File: config.mk
export PLATFORM = sky130hd
export DESIGN_NAME = systolic_feeder
export DESIGN_NICKNAME = d
export VERILOG_FILES = /design/src/rtl/systolic_pkg.sv /design/src/rtl/feeder_buf.sv /design/src/rtl/systolic_feeder.sv
export SDC_FILE = /design/constraint.sdc
export NUM_CORES = 1
export LEC_CHECK = 0
export ABC_AREA = 1
export CAP_MARGIN = 10
export CORE_UTILIZATION = 50
export CTS_CLUSTER_SIZE = 16
export DETAILED_ROUTE_END_ITERATION = 12
export PLACE_DENSITY = 0.71
export SLEW_MARGIN = 40
export SYNTH_ARGS = -nofsm -noshare
export SYNTH_HDL_FRONTEND = slang
export SYNTH_SLANG_ARGS = --single-unit
File: constraint.sdc
create_clock -name clk -period 10.8 [get_ports clk]
set_input_delay 1.62 -clock clk [delete_from_list [all_inputs] [get_ports clk]]
set_output_delay 1.62 -clock clk [all_outputs]
set_load 0.01 [all_outputs]
File: src/rtl/systolic_pkg.sv
// Shared defaults, pass-state encoding and operand type for the systolic array feeder.
package systolic_pkg;
    localparam int N_DEF      = 4;
    localparam int DW_DEF     = 4;
    localparam int DRAIN_DEF  = 2;
    localparam int STREAM_LEN = 3 * N_DEF - 2;

    typedef enum logic [2:0] {LOAD, CLEAR, STREAM, DRAIN, DONE} state_t;

    typedef logic [DW_DEF-1:0] operand_t;
endpackage

File: src/rtl/feeder_buf.sv
// One NxN A/B operand bank: written one beat (A column k, B row k) at a time,
// read combinationally as the diagonally skewed edge lanes for stream step t.
module feeder_buf #(
    parameter int N  = 4,
    parameter int DW = 4,
    parameter int TW = 4
) (
    input  logic                 clk,
    input  logic                 we,
    input  logic [$clog2(N)-1:0] widx,
    input  logic [N*DW-1:0]      col_a,
    input  logic [N*DW-1:0]      row_b,
    input  logic [TW-1:0]        t,
    output logic [N*DW-1:0]      a_lanes,
    output logic [N*DW-1:0]      b_lanes
);
    localparam int IW = $clog2(N);

    for (genvar i = 0; i < N; i++) begin : g_lane
        // Lane i owns row i of A and column i of B, so both share the same skew.
        logic [DW-1:0] a_row [N];
        logic [DW-1:0] b_col [N];
        logic [TW-1:0] k;
        logic          hit;

        always_ff @(posedge clk) begin
            if (we) begin
                a_row[widx] <= col_a[i*DW +: DW];
                b_col[widx] <= row_b[i*DW +: DW];
            end
        end

        assign k   = t - TW'(i);
        assign hit = (t >= TW'(i)) && (k < TW'(N));
        assign a_lanes[i*DW +: DW] = hit ? a_row[k[IW-1:0]] : '0;
        assign b_lanes[i*DW +: DW] = hit ? b_col[k[IW-1:0]] : '0;
    end
endmodule

File: src/rtl/systolic_feeder.sv
// Loads an A/B operand pair and replays it as skewed, zero-padded edge streams into an NxN systolic array.
// Optional FEEDER_DBUF_EN: ping-pong banks so the next pair loads while the current pass streams.
module systolic_feeder
    import systolic_pkg::*;
#(
    parameter int N         = N_DEF,
    parameter int DW        = DW_DEF,
    parameter int DRAIN_CYC = DRAIN_DEF
) (
    input  logic            clk,
    input  logic            reset,
    input  logic            load_valid,
    output logic            load_ready,
    input  logic [N*DW-1:0] load_col_a,
    input  logic [N*DW-1:0] load_row_b,
    output logic            acc_clr,
    output logic [N*DW-1:0] a_out,
    output logic [N*DW-1:0] b_out,
    output logic            busy,
    output logic            done
);
    localparam int SLEN = 3 * N - 2;
    localparam int TW   = $clog2(SLEN + DRAIN_CYC + 1);
    localparam int BW   = $clog2(N + 1);
    localparam int IW   = $clog2(N);

    state_t          state_q, state_d;
    logic [TW-1:0]   cnt_q, cnt_d;
    logic [BW-1:0]   beat_q, beat_d;
    logic            ready_q, ready_d;
    logic            clr_q, clr_d;
    logic            busy_q, busy_d;
    logic            done_q, done_d;
    logic [N*DW-1:0] a_q, a_d, b_q, b_d;
    logic [N*DW-1:0] a_rd, b_rd;
    logic            accept, full_now, swap;

    assign accept   = load_valid && ready_q;
    assign full_now = (beat_q == BW'(N)) || (accept && (beat_q == BW'(N - 1)));

`ifdef FEEDER_DBUF_EN
    logic            rd_bank_q, rd_bank_d;
    logic [N*DW-1:0] a_rd0, b_rd0, a_rd1, b_rd1;

    // Beats always land in the shadow bank (the one not being streamed).
    feeder_buf #(.N(N), .DW(DW), .TW(TW)) u_buf0 (
        .clk(clk), .we(accept && rd_bank_q), .widx(IW'(beat_q)),
        .col_a(load_col_a), .row_b(load_row_b), .t(cnt_d),
        .a_lanes(a_rd0), .b_lanes(b_rd0)
    );
    feeder_buf #(.N(N), .DW(DW), .TW(TW)) u_buf1 (
        .clk(clk), .we(accept && !rd_bank_q), .widx(IW'(beat_q)),
        .col_a(load_col_a), .row_b(load_row_b), .t(cnt_d),
        .a_lanes(a_rd1), .b_lanes(b_rd1)
    );
    assign a_rd      = rd_bank_q ? a_rd1 : a_rd0;
    assign b_rd      = rd_bank_q ? b_rd1 : b_rd0;
    assign rd_bank_d = rd_bank_q ^ swap;

    always_ff @(posedge clk or negedge reset) begin
        if (!reset) rd_bank_q <= 1'b0;
        else        rd_bank_q <= rd_bank_d;
    end
`else
    feeder_buf #(.N(N), .DW(DW), .TW(TW)) u_buf (
        .clk(clk), .we(accept), .widx(IW'(beat_q)),
        .col_a(load_col_a), .row_b(load_row_b), .t(cnt_d),
        .a_lanes(a_rd), .b_lanes(b_rd)
    );
`endif

    always_comb begin
        state_d = state_q;
        cnt_d   = cnt_q;
        beat_d  = beat_q + BW'(accept);
        swap    = 1'b0;
        case (state_q)
            LOAD: begin
                if (full_now) begin
                    state_d = CLEAR;
                    swap    = 1'b1;
                end
            end
            CLEAR: begin
                state_d = STREAM;
                cnt_d   = '0;
            end
            STREAM: begin
                if (cnt_q == TW'(SLEN - 1)) begin
                    state_d = DRAIN;
                    cnt_d   = '0;
                end else begin
                    cnt_d = cnt_q + 1'b1;
                end
            end
            DRAIN: begin
                if (cnt_q == TW'(DRAIN_CYC - 1)) state_d = DONE;
                else                             cnt_d   = cnt_q + 1'b1;
            end
            DONE: begin
`ifdef FEEDER_DBUF_EN
                if (full_now) begin
                    state_d = CLEAR;
                    swap    = 1'b1;
                end else begin
                    state_d = LOAD;
                end
`else
                state_d = LOAD;
`endif
            end
            default: state_d = LOAD;
        endcase
        if (swap) beat_d = '0;

        // Outputs are registered, so they are derived from the state being entered.
`ifdef FEEDER_DBUF_EN
        ready_d = (beat_d < BW'(N));
`else
        ready_d = (state_d == LOAD);
`endif
        clr_d  = (state_d == CLEAR);
        busy_d = (state_d == CLEAR) || (state_d == STREAM) || (state_d == DRAIN);
        done_d = (state_d == DONE);
        a_d    = (state_d == STREAM) ? a_rd : '0;
        b_d    = (state_d == STREAM) ? b_rd : '0;
    end

    always_ff @(posedge clk or negedge reset) begin
        if (!reset) begin
            state_q <= LOAD;
            cnt_q   <= '0;
            beat_q  <= '0;
            ready_q <= 1'b1;
            clr_q   <= 1'b0;
            busy_q  <= 1'b0;
            done_q  <= 1'b0;
            a_q     <= '0;
            b_q     <= '0;
        end else begin
            state_q <= state_d;
            cnt_q   <= cnt_d;
            beat_q  <= beat_d;
            ready_q <= ready_d;
            clr_q   <= clr_d;
            busy_q  <= busy_d;
            done_q  <= done_d;
            a_q     <= a_d;
            b_q     <= b_d;
        end
    end

    assign load_ready = ready_q;
    assign acc_clr    = clr_q;
    assign busy       = busy_q;
    assign done       = done_q;
    assign a_out      = a_q;
    assign b_out      = b_q;
endmodule

Word-level counts from Yosys, hierarchy flattened

Memory sizes are Yosys's and may differ from the RTL's.
Cells that the tools add are included.

$lt $le $gt $ge: 8
Muxes and demuxes: 22
Add/sub/neg operators: 5
Reduce and logical (&&, ||, !) cells: 11
Eq/ne operators: 11

Operators by type and width:

| operator                                                                     | number |
|---|---|
| 4-bit 2-to-1 mux                                                             | 10 |
| 16-bit 2-to-1 mux                                                            | 2 |
| 4-bit by 3-bit less-than comparator with 1-bit output, second input constant | 4 |
| 3-bit by 2-bit == test with 1-bit output, second input constant              | 5 |
| 3-bit 2-to-1 mux                                                             | 4 |
| 3-bit one-hot mux with 4 select lines                                        | 1 |
| 4-bit one-hot mux with 3 select lines                                        | 1 |
| 4-bit by 1-bit >= comparator with 1-bit output, second input constant        | 2 |
| 4-bit by 2-bit >= comparator with 1-bit output, second input constant        | 2 |
| 4-bit by 2-bit subtractor with 4-bit output, second input constant           | 2 |
| 3-bit by 1-bit == test with 1-bit output, second input constant              | 2 |
| 3-bit == test, second input constant                                         | 2 |
| 1-bit logical AND                                                            | 6 |
| 3-bit logical NOT                                                            | 2 |
| 4-bit by 1-bit adder with 4-bit output, second input constant                | 1 |
| 4-bit by 1-bit == test with 1-bit output, second input constant              | 1 |
| 4-bit == test, second input constant                                         | 1 |
| 1-bit 2-to-1 mux                                                             | 4 |
| 4-bit by 1-bit subtractor with 4-bit output, second input constant           | 1 |
| 3-bit by 1-bit adder with 3-bit output                                       | 1 |
| 1-bit logical OR                                                             | 3 |

Memories kept: 8
Register bits after elaboration: 46
Memory bits (writable): 128
Bits of input ports: 35
Logic and storage cells: 74

Memories:

| memory                | depth | bits a word | rd ports | clocked after Yosys merged registers in | write ports | RTL line         | source |
|---|---|---|---|---|---|---|---|
| u_buf.g_lane[0].a_row | 4     | 4           | 1        | 0                                       | 1           | feeder_buf.sv:21 | `logic [DW-1:0] a_row [N];` |
| u_buf.g_lane[0].b_col | 4     | 4           | 1        | 0                                       | 1           | feeder_buf.sv:22 | `logic [DW-1:0] b_col [N];` |
| u_buf.g_lane[1].a_row | 4     | 4           | 1        | 0                                       | 1           | feeder_buf.sv:21 |  |
| u_buf.g_lane[1].b_col | 4     | 4           | 1        | 0                                       | 1           | feeder_buf.sv:22 |  |
| u_buf.g_lane[2].a_row | 4     | 4           | 1        | 0                                       | 1           | feeder_buf.sv:21 |  |
| u_buf.g_lane[2].b_col | 4     | 4           | 1        | 0                                       | 1           | feeder_buf.sv:22 |  |
| 2 more memories       | -     | -           | -        | -                                       | -           | -                |  |

Longest topological paths before layout

Depth after elaboration: 8
Mapped depth: 16
Depth with buffers taken out: 15

Cells and area by module

From an unflattened synthesis, not the netlist that was laid out.

Cell total of the unflattened synthesis: 763
Area total of the unflattened synthesis: 7,582.3 µm²

Modules (own cells, without submodules):

| module          | area each (µm²) | instances | cells an instance |
|---|---|---|---|
| feeder_buf      | 5,711.7         | 1         | 581 |
| systolic_feeder | 1,870.5         | 1         | 182 |

Worst setup path before layout

Ideal clock, no wire load.

Path kind: input to register
Start point: input load_valid
End point: register a_q[12] (netlist: a_out[12])
Path buffers: 1
Path slack: 5.582 ns
Data arrival time: 5.097 ns
Library setup time: 0.121 ns
Cell stages on the path: 8
Cell sequence: nand2_1 -> nor3_1 -> o21ai_0 -> nand2_1 -> nor2_4 -> buf_4 -> nand2_1 -> nor2_1

Word-level cells in the longest chain between the ends: 7

RTL lines:

| element                                  | RTL line               | source |
|---|---|---|
| start: declaration                       | systolic_feeder.sv:12  | `input logic load_valid,` |
| 1-bit logical AND                        | systolic_feeder.sv:38  | `assign accept = load_valid && ready_q;` |
| 1-bit logical AND                        | systolic_feeder.sv:39  | `assign full_now = (beat_q == BW'(N)) \|\| (accept && (beat_q == BW'(N - 1)));` |
| 1-bit logical OR                         | systolic_feeder.sv:39  |  |
| 3-bit 2-to-1 mux                         | systolic_feeder.sv:79  | `if (full_now) begin` |
| 3-bit one-hot mux with 4 select lines    | systolic_feeder.sv:77  | `case (state_q)` |
| named net state_d[0]                     | systolic_feeder.sv:27  | `state_t state_q, state_d;` |
| 3-bit by 2-bit == test with 1-bit output | systolic_feeder.sv:125 | `a_d = (state_d == STREAM) ? a_rd : '0;` |
| 16-bit 2-to-1 mux                        | systolic_feeder.sv:125 |  |
| named net a_d[12]                        | systolic_feeder.sv:34  | `logic [N*DW-1:0] a_q, a_d, b_q, b_d;` |
| end signal: assignment                   | systolic_feeder.sv:138 | `a_q <= '0;` |
| end signal: assignment                   | systolic_feeder.sv:148 | `a_q <= a_d;` |
| end: declaration                         | systolic_feeder.sv:34  |  |

The timed path passes the listed nets, and every way through them passes these cells.

Worst setup path after layout

Start point: input load_valid
End point: register b_q[2] (netlist: b_out[2])

Word-level cells in the longest chain between the ends: 7

RTL lines:

| element                                  | RTL line               | source |
|---|---|---|
| 1-bit logical AND                        | systolic_feeder.sv:38  |  |
| 1-bit logical AND                        | systolic_feeder.sv:39  |  |
| 1-bit logical OR                         | systolic_feeder.sv:39  |  |
| 3-bit 2-to-1 mux                         | systolic_feeder.sv:79  |  |
| 3-bit one-hot mux with 4 select lines    | systolic_feeder.sv:77  |  |
| named net state_d[0]                     | systolic_feeder.sv:27  |  |
| 3-bit by 2-bit == test with 1-bit output | systolic_feeder.sv:126 | `b_d = (state_d == STREAM) ? b_rd : '0;` |
| 16-bit 2-to-1 mux                        | systolic_feeder.sv:126 |  |
| named net b_d[2]                         | systolic_feeder.sv:34  |  |
| end signal: assignment                   | systolic_feeder.sv:139 | `b_q <= '0;` |
| end signal: assignment                   | systolic_feeder.sv:149 | `b_q <= b_d;` |
| end: declaration                         | systolic_feeder.sv:34  |  |

The timed path passes the listed nets, and every way through them passes these cells.

==> results.md <==
- Status: finished, final reports clean
- Post-route DRC: 0
- Total of max-cap violations: 0
- CP arrival: 4150 ps
- Async SR Flop Fraction: 26.4%
- Die Span Y: 124 µm
- Reg power frac: 30.5%
- Mapped Area: 0.00749 mm²
- CORE AREA: 0.0146 mm²
- Die width: 124 µm
- Vias per cell: 5.37
- I/O pin cnt: 71
- TritonCTS Sinks: 174
- PnR worst setup slack: 7000 ps
- Multi-input gate area: 0.00184 mm²
- Max incr delay on CP: 440 ps
- Stages on worst setup path: 9
- CTS tree: built
- Power Total: 2.89 mW
- GPL Wtd Cong: 0.839
- Final #Nets: 823
- Final slew viol count: 0
- Sw frac: 42.4%
- Post-CTS setup repair buffer count: 0
- Post-synth net total: 757
- Most frequent cell after synthesis: nand2_1
- N_diodes: 0
- PwrDens: 323 mW/mm²
- Worst Reg-to-Reg Cells: 11
- Vias in the first global route: 5225
- First-pass GRT wire length: 25800 µm
- Htree depth: 4
- DR pass1 iterations: 4
- Cell taking the most area after synthesis: edfxtp_1
- Worst Tran Pin Value: 730 ps
- CTS buffer count: 17
- Initial antenna violation count: 0
- DR iter-0 viols: 364
- Yosys warning total: 0
- Share of cells above drive strength 1: 8.21%
- Sequential area share after synthesis: 66.7%
- Final wirelength: 15700 µm
- Relative slew slack: 51.4%
- Final setup fails: 0
- Reg-to-Reg End: a_out[4]
- Leak: 4.02 nW
- Post-placement cell count: 944
- Fin Setup TNS: 0 ps
- Fillers: 1095
- Skew-Pair Late Insertion Delay: 430 ps
- Pre-CTS setup slack: 6590 ps
- Hold buffer count at CTS: 0
- Hold endpoint: beat_q[2]
- Number of port buffers: 70
- Synth Register Bits: 174
- Syn avg cell area: 10.5 µm²
- Post-synth top flop: edfxtp_1
- Max Used Layer: met4
- Met3 Wirelength: 746 µm
- Die ar.: 0.0155 mm²
- Final critical-path share of the clock period: 35.2%
- Post-synth EDFFs: 128
- R2R setup slack: 7480 ps
- Critical Path Source Type: input port
- CP Buf/Inv Count: 2
- Crit path capture type: register
- Synth top area share: 51.3%
- Final Cell Area: 0.00896 mm²
- Crit path max fanout: 33
- Post-route insts no fill: 976
- Post-synth cell types: 26
- CP max-delay cell: o21ai_0
- Net Sw Power: 1.23 mW
- Hold Crit Class: reg2reg
- Crit-path cells: clkdlybuf4s50_1 -> nand2_1 -> nor3_2 -> buf_4 -> o21ai_0 -> nand2_1 -> nor2_4 -> nand3_2 -> a21oi_1
- Max VDD drop: 188 µV
- Post-layout min period: 3800 ps
- CTS root buf: clkbuf_16
- Layout Skew: 8.34 ps
- Via count: 5239
- Placed cell area: 0.00835 mm²
- Int Pwr: 1.67 mW
- Worst path required time: 11150 ps
- R2R Path Start: state_q[0]
- Max Buffers Root-to-Sink: 2
- Synth-to-Final Area Change: 19.6%
- Fmax: 263 MHz
- DR WL/cell: 16.1 µm
- Total gr overflow: 0
- Total global-route track usage: 21.7%
- Logic pwr share: 47.9%
- Reg area: 0.00500 mm²
- Post-DP HPWL: 9140 µm
- Met2 Wirelength: 7990 µm
- Initial Utilization: 51.4%
- DRT antenna net count: 0
- CP Class: in2reg
- # resized after CTS: 0
- RSZ-0062 raised after global routing: false
- CP top delay family: simple AND/OR/NAND/NOR gates
- Clock slew seen by the registers of the worst setup and hold paths: 70 ps
- Commonest cells post-synth: 159 x nand2_1, 138 x inv_1, 128 x edfxtp_1
- Fin. Hold Viols: 0
- Largest net degree at the start of global routing: 68
- Post-Synthesis Cells: 713
- # rows: 44
- Crit path top cell by count: nand2_1
- Clk pwr share: 21.6%
- Hold path depth: 2
- M1 WL: 6590 µm
- Largest cells by area after synthesis: edfxtp_1 51%, dfrtp_1 15%, nand2_1 8.0%, inv_1 6.9%, nand4_1 5.0%
- Worst Min Path Start: beat_q[2]
[final cells by class]
type	count	share of cell area, %
flip-flops and latches	174	55.8
inverters	141	5.91
well taps	184	2.57
clock inverters	10	1.51
multi-input cells	367	20.5
clock buffers	22	5.29
repair buffers	78	8.46
[power groups by stage]
| stage | Combinational (mW) | Clock, mW | Sequential, mW |
|---|---|---|---|
| 3_3_place_gp | 1.33 | 0 | 0.892 |
| 6_report | 1.39 | 0.625 | 0.882 |
| 4_1_cts | 1.39 | 0.631 | 0.883 |
| 3_5_place_dp | 1.38 | 0 | 0.895 |
| 2_1_floorplan | 0.987 | 0 | 0.904 |
| 5_1_grt | 1.56 | 0.658 | 0.892 |
[flip-flops by register name, indices dropped and copies added, names as in the netlist, 3 cells and up]
| register | flops |
|---|---|
| a_out | 16 |
| b_out | 16 |
| beat_q | 3 |
| cnt_q | 4 |
| state_q | 3 |
| u_buf.g_lane.a_row | 64 |
| u_buf.g_lane.b_col | 64 |
[metal layers]
metal / up-vias / GRT usage [%]
li1: 2469 / -
met1: 2570 / 26.2
met2: 170 / 36.7
met3: 30 / 4.94
met4: 0 / 10.8
met5: - / 0
[logic make-up (layout without fill, tap and decap cells)]
group / count (synthesis) / after routing / share of synthesized area, %
flip-flops: 174 / 174 / 66.7
AO/OA/AOI/OAI: 13 / 13 / 1.00
AND/OR/NAND/NOR: 343 / 343 / 21.4
XOR/XNOR: 2 / 2 / 0.234
adder cells (fa/ha/maj): 9 / 9 / 1.50
buffers and inverters: 172 / 251 / 9.13
[cell usage in the layout, fill, tap and decap left out, drive strengths merged]
cell type	synthesis	layout
o21ai	3	3
nor2	40	40
ha	9	9
nor3	4	4
xor2	1	1
clkinvlp	0	1
clkdlybuf4s50	0	69
nand4	60	60
clkinv	0	5
nand3	77	77
dfstp	1	1
xnor2	1	1
o21bai	1	1
bufinv	0	3
buf	23	9
dfrtp	45	45
edfxtp	128	128
nand2	162	162
inv	141	142
a21oi	9	9
clkbuf	8	22
[worst max-delay path by stage]
| stage | to | start |
|---|---|---|
| after detailed placement | b_out[3] | load_valid |
| after global placement | b_out[2] | load_valid |
| after global routing | a_out[3] | load_valid |
| after CTS | b_out[3] | load_valid |
| after floorplan | a_out[12] | load_valid |
| final | b_out[2] | load_valid |
[worst reg2reg max path: stages, from the launching register on]
cell     delay [ps]
dfrtp_1         440
o21ai_2         350
nand2_4         440
nand3_2         280
buf_4           610
inv_2           290
ha_1            270
inv_1            50
nand2_1          40
nand2_1          70
nand3_2         210
nor2_1          180
[per-stage QoR]
| stage | util, % | hold WS [ps] |
|---|---|---|
| 6_report | 61.4 | 591 |
| 4_1_cts | 61.4 | 591 |
| 2_1_floorplan | - | 540 |
| 3_3_place_gp | 57.2 | 574 |
| 3_5_place_dp | 57.2 | 578 |
| 5_1_grt | 61.4 | 624 |
No activity file was read; power rests on OpenSTA's default activity.
==> RTL change, RTL diff (same flow settings) <==
The package constant `N_DEF` goes from 4 to 8.
--- a/src/rtl/systolic_pkg.sv
+++ b/src/rtl/systolic_pkg.sv
@@ -1,5 +1,5 @@
 // Shared defaults, pass-state encoding and operand type for the systolic array feeder.
 package systolic_pkg;
-    localparam int N_DEF      = 4;
+    localparam int N_DEF      = 8;
     localparam int DW_DEF     = 4;
     localparam int DRAIN_DEF  = 2;
Ports: changed (resized a_out, b_out, load_col_a and load_row_b); port bits go from 71 to 135. The function was not compared with the original's and may differ.
==> RTL change against the original RTL <==
The run now ends with design-rule violations left; setup slack got worse by 0.94 ns; design area increased to 3.1 times the old value; cell count increased to 2.9 times the old value; via count increased to 2.9 times the old value; clock power increased to 3.0 times the old value; count of clock-buffer cells in the layout increased by 59; wire length increased to 3.5 times the old value; combinational power increased by 110%; synthesized area increased to 3.2 times the old value; maximum frequency decreased by 20%; sequential cell count increased by 418; power increased to 2.6 times the old value; clock skew increased by 0.0069 ns.
==> RTL change: results (changes against the original RTL) <==
Status -> finished, violations left
Failing checks -> design-rule violations
P_leak -> 10.87 nW (+170%)
Placed Cells -> 2,749 (+190%)
Slew @ Worst Pin -> 0.8767 ns (+0.1472 ns)
CTS Buf Count -> 56 (+39)
Yosys cell types -> 36 (+38%)
Post-synth EDFFs -> 512 (+300%)
Syn nets -> 2,149 (+180%)
Placement Cell Area -> 0.02600 mm2 (+210%)
Setup Fix Bufs, Post-CTS -> 0 (unchanged)
Clock skew -> 0.01521 ns (+0.006866 ns)
Root Driver -> clkbuf_16
Area share of fa/ha/maj cells after synthesis -> 0.006801 (-0.008229)
Routed Antenna Nets -> 0 (unchanged)
Routability cong. -> 0.8197 (-2.3%)
Worst skew pair latency -> 0.61 ns (+0.18 ns)
Number of global-route vias before repair -> 14,920 (+190%)
Worst Path Max Fanout -> 80 (+140%)
Initial antenna violation count -> 4 (+4)
Buffers on Ports -> 134 (+91%)
H-tree Lvls -> 2 (-2)
Post-DP HPWL -> 30.27 mm (+230%)
First-pass GRT wire length -> 83.41 mm (+220%)
Routed WL -> 54.84 mm (+250%)
Critical Path AT -> 5.22 ns (+1.07 ns)
Ys async rst share -> 0.1351 (-0.1292)
Area contributors post-synth -> edfxtp_1 64%, dfrtp_1 8.3%, nand2_1 7.5%, nor2_1 4.6%, nand3_1 2.9%
Largest regs -> u_buf.g_lane.a_row (256), u_buf.g_lane.b_col (256)
Commonest cells post-synth -> 512 x edfxtp_1, 479 x nand2_1, 292 x nor2_1
Clk slew on worst S/H paths -> 0.06 ns
Mux cell area share after synthesis -> 0 (unchanged)
Max Root-Sink Buffers -> 3 (+1)
Peak VDD IR -> 0.2226 mV (+18%)
# DRC -> 7 (+7)
Compound-Gate Fraction of Synth Area -> 0.04619 (+0.03617)
Hold path depth -> 1 (-1)
Sequential area share after synthesis -> 0.7266 (+0.05977)
Synth Warn # -> 0 (unchanged)
Crit path largest cell delay -> 0.72 ns (+0.28 ns)
Share of layout cells above drive strength 1 -> 0.06940 (-0.01268)
Total vias in the final route -> 15,130 (+190%)
Drt first-iter violations -> 1,223 (+240%)
Post-Layout Cell Count -> 2,857 (+190%)
Post-synthesis xor/xnor area fraction -> 0.006173 (+0.003835)
CP max stage cell -> inv_2
Avg Synthesized Cell Area -> 11.56 um2 (+10%)
Largest net degree at the start of global routing -> 110 (+62%)
DR pass1 iterations -> 9 (+5)
Fin nets -> 2,281 (+180%)
Cells on worst reg2reg path -> 16 (+5)
GRT Util Overall -> 0.2301 (+0.01262)
-- RTL change: final timing paths --
check                           start    endpoint  slack (ns)
max reg2reg                  cnt_q[0]    a_out[6]        6.07
min in group asynchronous       reset   a_out[21]        0.96
min reg2reg                state_q[2]  state_q[2]        0.58
min                        state_q[2]  state_q[2]        0.58
max in group asynchronous       reset   b_out[24]        8.86
max                          cnt_q[0]    a_out[6]        6.07
-- RTL change: cells by family (layout without fill, tap and decap cells) --
group	Yosys count	after routing
adders and majority gates	13	13
AOI/OAI and AO/OA	215	215
and+or+nand+nor	959	959
other	0	2
DFF	592	592
buffers and inverters	277	456
xor gates and xnor gates	13	13
-- RTL change: metal layers --
layer  share of wire  GRT usage  up-vias
met2            0.48     0.3824      523
met5         0.00060          0        -
met3           0.074    0.04481      100
met1            0.42     0.3035     7306
met4           0.024    0.07854        4
li1                -          -     7198
-- RTL change: report_power, final --
| group | internal, mW | switching, mW |
|---|---|---|
| Sequential | 2.73 | 0.0651 |
| Clock | 1.08 | 0.818 |
| Combinational | 0.854 | 2.09 |
| Total | 4.66 | 2.97 |
-- RTL change: layout make-up --
cell class	instances	area, um2
Multi-Input combinational cell	1200	5478
Clock inverter	24	163.9
Clock buffer	81	1638
Fill cell	3603	19020
Sequential cell	592	17380
Antenna cell	2	5.005
Timing Repair Buffer	163	1700
Tap cell	607	759.5
Inverter	188	706.9
-- RTL change: stage by stage --
stage / setup WS [ns] / hold WS (ns)
5_1_grt: 5.612 / 0.5746
6_report: 6.066 / 0.5788
4_1_cts: 6.063 / 0.5588
3_5_place_dp: 5.848 / 0.5480
2_1_floorplan: 5.111 / 0.5105
3_3_place_gp: 5.581 / 0.5381
